File: config.mk
export PLATFORM = sky130hd
export DESIGN_NAME = mod47_horner_seq
export DESIGN_NICKNAME = d
export VERILOG_FILES = /design/src/rtl/mod47_horner_seq.sv
export SDC_FILE = /design/constraint.sdc
export NUM_CORES = 1
export LEC_CHECK = 0
export ABC_AREA = 1
export CAP_MARGIN = 15
export CORE_UTILIZATION = 35
export CTS_CLUSTER_DIAMETER = 80
export DETAILED_ROUTE_END_ITERATION = 10
export GPL_TIMING_DRIVEN = 1
export MAX_ROUTING_LAYER = met4
export SYNTH_ARGS = -nofsm -noshare
export SYNTH_HDL_FRONTEND = slang
export SYNTH_SLANG_ARGS = --single-unit
File: constraint.sdc
create_clock -name clk -period 14.75 [get_ports clk]
set_clock_uncertainty 0.2 [all_clocks]
set_input_delay 2.2125 -clock clk [delete_from_list [all_inputs] [get_ports clk]]
set_output_delay 2.2125 -clock clk [all_outputs]
set_load 0.005 [all_outputs]
File: src/rtl/mod47_horner_seq.sv
// mod47_horner_seq
//
// Evaluates a digit frame by Horner's rule, acc = (acc*33 + d) mod 47. One
// x33-mod-47 constant unit and one mod-47 adder are shared across the steps.
// Each digit takes three cycles: ACC (accept), MUL (p = acc*33 mod 47) and
// ADD (acc = p + d mod 47). When the frame closes, the residue waits in DONE
// until downstream accepts it.
//
// Handshake semantics (both streams): a transfer happens on a rising clk edge
// where valid and ready are both high. A producer holds valid and its payload
// steady until that edge. in_ready and out_valid are pure functions of the
// FSM state. They never depend combinationally on in_valid or out_ready.
//
// Ports:
//   clk        clock, all state changes on the rising edge
//   rst        synchronous, active-high reset
//   in_valid   digit available
//   in_ready   block can accept a digit (ACC state only)
//   in_digit   6-bit digit, legal 0..46 (47..63 are folded and flagged)
//   in_last    final digit of the frame, qualified by the input handshake
//   out_valid  frame residue available (DONE state)
//   out_ready  downstream accepts the residue
//   out_res    residue register, 0..46, follows acc at all times
//   out_err    frame error flag, meaningful while out_valid is high
//   busy       high in any state except ACC with an empty digit count
//   dbg_state  FSM state: 0=ACC, 1=MUL, 2=ADD, 3=DONE
module mod47_horner_seq #(
    parameter int NDIG = 8,
    parameter int CW   = 8
) (
    input  logic       clk,
    input  logic       rst,
    input  logic       in_valid,
    output logic       in_ready,
    input  logic [5:0] in_digit,
    input  logic       in_last,
    output logic       out_valid,
    input  logic       out_ready,
    output logic [5:0] out_res,
    output logic       out_err,
    output logic       busy,
    output logic [1:0] dbg_state
);

    typedef enum logic [1:0] {
        S_ACC  = 2'd0,
        S_MUL  = 2'd1,
        S_ADD  = 2'd2,
        S_DONE = 2'd3
    } state_t;

    // Exact (a*33) mod 47 for a < 47. The product is below 47*64, so a
    // restoring reduction by 47<<5 down to 47<<0 leaves the remainder
    // without a divider.
    function automatic logic [5:0] mul33_mod47(input logic [5:0] a);
        logic [10:0] x;
        x = 11'(a) * 11'd33;
        for (int i = 5; i >= 0; i--) begin
            if (x >= (11'd47 << i)) begin
                x = x - (11'd47 << i);
            end
        end
        return x[5:0];
    endfunction

    // Fold an out-of-range digit (47..63) back into 0..16.
    function automatic logic [5:0] reduce47(input logic [5:0] x);
        return (x >= 6'd47) ? (x - 6'd47) : x;
    endfunction

    state_t          state_q, state_d;
    logic [5:0]      acc_q, acc_d;
    logic [5:0]      p_q, p_d;
    logic [5:0]      d_q, d_d;
    logic            last_q, last_d;
    logic            err_q, err_d;
    logic [CW-1:0]   cnt_q, cnt_d;

    logic            in_hs;
    logic            cnt_at_max;
    logic [6:0]      sum;
    logic [6:0]      sum_sub;

    assign in_hs      = in_valid & in_ready;
    assign cnt_at_max = (cnt_q == CW'(NDIG - 1));
    assign sum        = {1'b0, p_q} + {1'b0, d_q};
    assign sum_sub    = sum - 7'd47;

    // ---------------- state register ----------------
    always_ff @(posedge clk) begin
        if (rst) begin
            state_q <= S_ACC;
        end else begin
            state_q <= state_d;
        end
    end

    // ---------------- next-state logic ----------------
    always_comb begin
        state_d = state_q;
        case (state_q)
            S_ACC:   if (in_hs)     state_d = S_MUL;
            S_MUL:                  state_d = S_ADD;
            S_ADD:                  state_d = last_q ? S_DONE : S_ACC;
            S_DONE:  if (out_ready) state_d = S_ACC;
            default:                state_d = S_ACC;
        endcase
    end

    // ---------------- outputs ----------------
    always_comb begin
        in_ready  = (state_q == S_ACC);
        out_valid = (state_q == S_DONE);
        out_err   = (state_q == S_DONE) ? err_q : 1'b0;
        out_res   = acc_q;
        busy      = !((state_q == S_ACC) && (cnt_q == '0));
        dbg_state = state_q;
    end

    // ---------------- datapath ----------------
    always_comb begin
        acc_d  = acc_q;
        p_d    = p_q;
        d_d    = d_q;
        last_d = last_q;
        err_d  = err_q;
        cnt_d  = cnt_q;
        case (state_q)
            S_ACC: begin
                if (in_hs) begin
                    d_d    = reduce47(in_digit);
                    // The NDIG-th digit closes the frame even without in_last.
                    last_d = in_last | cnt_at_max;
                    cnt_d  = cnt_q + CW'(1);
                    if (in_digit >= 6'd47)       err_d = 1'b1;
                    if (cnt_at_max && !in_last)  err_d = 1'b1;
                end
            end
            S_MUL: begin
                p_d = mul33_mod47(acc_q);
            end
            S_ADD: begin
                // p and d are both < 47, so one conditional subtract is enough.
                acc_d = (sum >= 7'd47) ? sum_sub[5:0] : sum[5:0];
            end
            S_DONE: begin
                if (out_ready) begin
                    acc_d = '0;
                    cnt_d = '0;
                    err_d = 1'b0;
                end
            end
            default: ;
        endcase
    end

    always_ff @(posedge clk) begin
        if (rst) begin
            acc_q  <= '0;
            p_q    <= '0;
            d_q    <= '0;
            last_q <= 1'b0;
            err_q  <= 1'b0;
            cnt_q  <= '0;
        end else begin
            acc_q  <= acc_d;
            p_q    <= p_d;
            d_q    <= d_d;
            last_q <= last_d;
            err_q  <= err_d;
            cnt_q  <= cnt_d;
        end
    end

endmodule

==> impl_metrics.yaml <==
setup_path:
  cpMostUsedCell: "nand2_1"
  crit_fanout: 11
  critPathKind: "flop to flop"
  crit_arrival_ns: 6.50
  max_stage_delay_ns: 0.38
  cpMaxStageDelayCell: "dfxtp_1"
  cp-start-kind: "flop"
  cp-end-kind: "flop"
  worstPathRequired_ns: 14.73
clock_tree:
  clkLatencyLatePin_ns: 0.28
  clkTransAtPathRegs_ns: 0.07
  post-cts-setup-buffers: 0
  ctsRootBufferMaster: "clkbuf_8"
  clock_path_buffers: 2
  htreeDepth: 2
  numCtsBuffers: 5
  numClockSinks: 30
  cts_resized: 0
  ctsHoldBuffers: 0
  cts_tree: "yes"
yosys:
  yosysTopAreaCellShare: 0.167
  netlist_top_cells_area: "dfxtp_1, nand2_1, nand3_1, inv_1, ha_1"
  synth_ff_type: "dfxtp_1"
  synth_cell_type_count: 47
  synth_top_area_cell: "dfxtp_1"
  yosys_warnings: 0
  synth_async_sr_flop_share: 0
  syn_area_mm2: 0.00360
  synth_nets: 612
  avgSynthCellArea_um2: 6.25
  synth_seq_area_share: 0.167
  synth_seq_cells: 30
  synth-edff-count: 0
  synth_cells: 576
hold_path:
  hold_class: "flop to flop"
floorplanning:
  fp.dieW_um: 103
  ios: 23
  initial_core_util: 0.365
  die_h_um: 103
  dieArea_mm2: 0.0107
  rows: 36
  core_mm2: 0.00986
flow_run:
  cap_violations: 0
timing:
  fin_setup_tns_ns: 0
  period_share: 0.442
  rsz0062_at_grt: "false"
  fmax_ghz: 0.153
  maxSlewHeadroom: 0.481
  tightestPinTransition_ns: 0.777
  setup_viol: 0
  hold_viol_final: 0
  setup_slack_ns: 8.23
  drv_slew: 0
  period_needed_ns: 6.52
status:
  status: "finished clean"
place:
  placed_cell_area_mm2: 0.00393
  dp_hpwl_um: 6510
  pre_cts_slack_ns: 8.28
  gp_congestion: 0.883
  io_buffers: 22
grt:
  grt_start_max_net_pins: 20
  grt_pass1_vias: 3332
  grt_first_pass_wirelength_um: 14100
  overflow: 0
  grt_usage: 0.169
  antenna_found_initial: 0
power:
  p_per_area_mw_per_mm2: 173
  power_leakage_nw: 2.10
  ir_drop_mv: 0.0605
drt:
  drt_iter0_drc: 109
  drc: 0
  drt_wl_total_um: 8100
  ant_nets: 0
  drtPass1Iterations: 7
  vias_per_cell: 4.84
  vias: 3540
  wl_per_cell_um: 11.1
finish:
  drive_gt1_frac: 0.147
  final_common_cell: "nand2_1"
  final_cell_mix: "nand2_1, inv_1, nand3_1, nor2_1, a21oi_1"
  postLayoutCellArea_mm2: 0.00404
  nets: 634
  areaGrowthSynthToFinish_pct: 12.1
  final.fill_count: 1056
  n_antenna_cell: 0
[synthesized netlist by cell type (2+ instances only)]
cell type and n:
nand3b_1 3, o21ai_1 7, nand2_2 26, dfxtp_1 30
buf_6 2, nand2_4 16, nor2_1 39, o211ai_1 5
xor2_1 13, ha_1 24, nand2_1 136, nand3_2 6
nor2_4 3, nand3_1 66, or2_2 3, a211oi_1 3
inv_2 9, inv_1 86, a21oi_4 2, nor2_2 11
nand4_1 7, clkbuf_1 3, o21ai_0 18, a21oi_1 31
nor3_1 5
[power breakdown]
group | switching, W | total, W | internal (W)
registers | 0.0000153 | 0.000113 | 0.0000973
logic | 0.000322 | 0.000502 | 0.000180
clock network | 0.0000312 | 0.0000817 | 0.0000505
total | 0.000369 | 0.000697 | 0.000328
[layer usage]
layer / GRT usage / share of wire / routed length (um) / vias to the layer above
met5: - / 0 / 0 / -
met4: 0.0433 / 0.014 / 113 / 0
met3: 0.0215 / 0.022 / 178 / 17
met2: 0.296 / 0.47 / 3820 / 48
met1: 0.204 / 0.49 / 3980 / 1581
li1: - / - / - / 1894
[through the flow]
step	total power (W)	std cells	util	hold slack, ns
after global placement	0.000608	724	0.398	0.258
after global routing	0.000775	732	0.409	0.329
after CTS	0.000701	732	0.409	0.292
after floorplan	0.000530	576	-	0.247
after detailed placement	0.000615	724	0.398	0.283
final	0.000697	732	0.409	0.288
[final timing paths]
check / startpoint / end / slack (ns) / cells after the start
hold / removal: cnt_q[7]$_SDFFE_PP0P_ / cnt_q[7]$_SDFFE_PP0P_ / 0.29 / 2
hold reg to reg: cnt_q[7]$_SDFFE_PP0P_ / cnt_q[7]$_SDFFE_PP0P_ / 0.29 / 2
setup reg to reg: out_res[0]$_SDFFE_PP0P_ / p_q[0]$_SDFFE_PP0N_ / 8.23 / 46
setup / recovery: out_res[0]$_SDFFE_PP0P_ / p_q[0]$_SDFFE_PP0N_ / 8.23 / 46
[flip-flops by register name, summed over array words and instances, names as in the netlist]
register	cells
err_q	1
dbg_state	2
out_res	6
d_q	6
cnt_q	8
p_q	6
last_q	1
[critical path, delay by kind of cell, from the launching register on]
| family | cells | cell delay [ns] |
|---|---|---|
| flip-flops | 1 | 0.38 |
| buffers and inverters | 4 | 0.22 |
| AND/OR/NAND/NOR | 33 | 3.73 |
| adder cells (fa/ha/maj) | 6 | 1.32 |
| AO/OA/AOI/OAI | 3 | 0.56 |
[final cells by class]
type,instances,area (um^2),area share
multi-input cells,442,2580,0.639
flip-flops and latches,30,601,0.149
inverters,97,365,0.0905
repair buffers,22,220,0.0546
well taps,133,166,0.0412
clock buffers,7,76.3,0.0189
clock inverters,1,30.0,0.00744
[cell families (layout without fill, tap and decap cells)]
kind of cell    Yosys count  after routing  share of synthesized area
fa+ha+maj                25             25                     0.0889
simple gates            328            328                      0.465
compound gates           75             75                      0.127
buf+inv                 104            127                      0.118
flops                    30             30                      0.167
xor+xnor                 14             14                     0.0340
(Power assumes the default switching activity.)
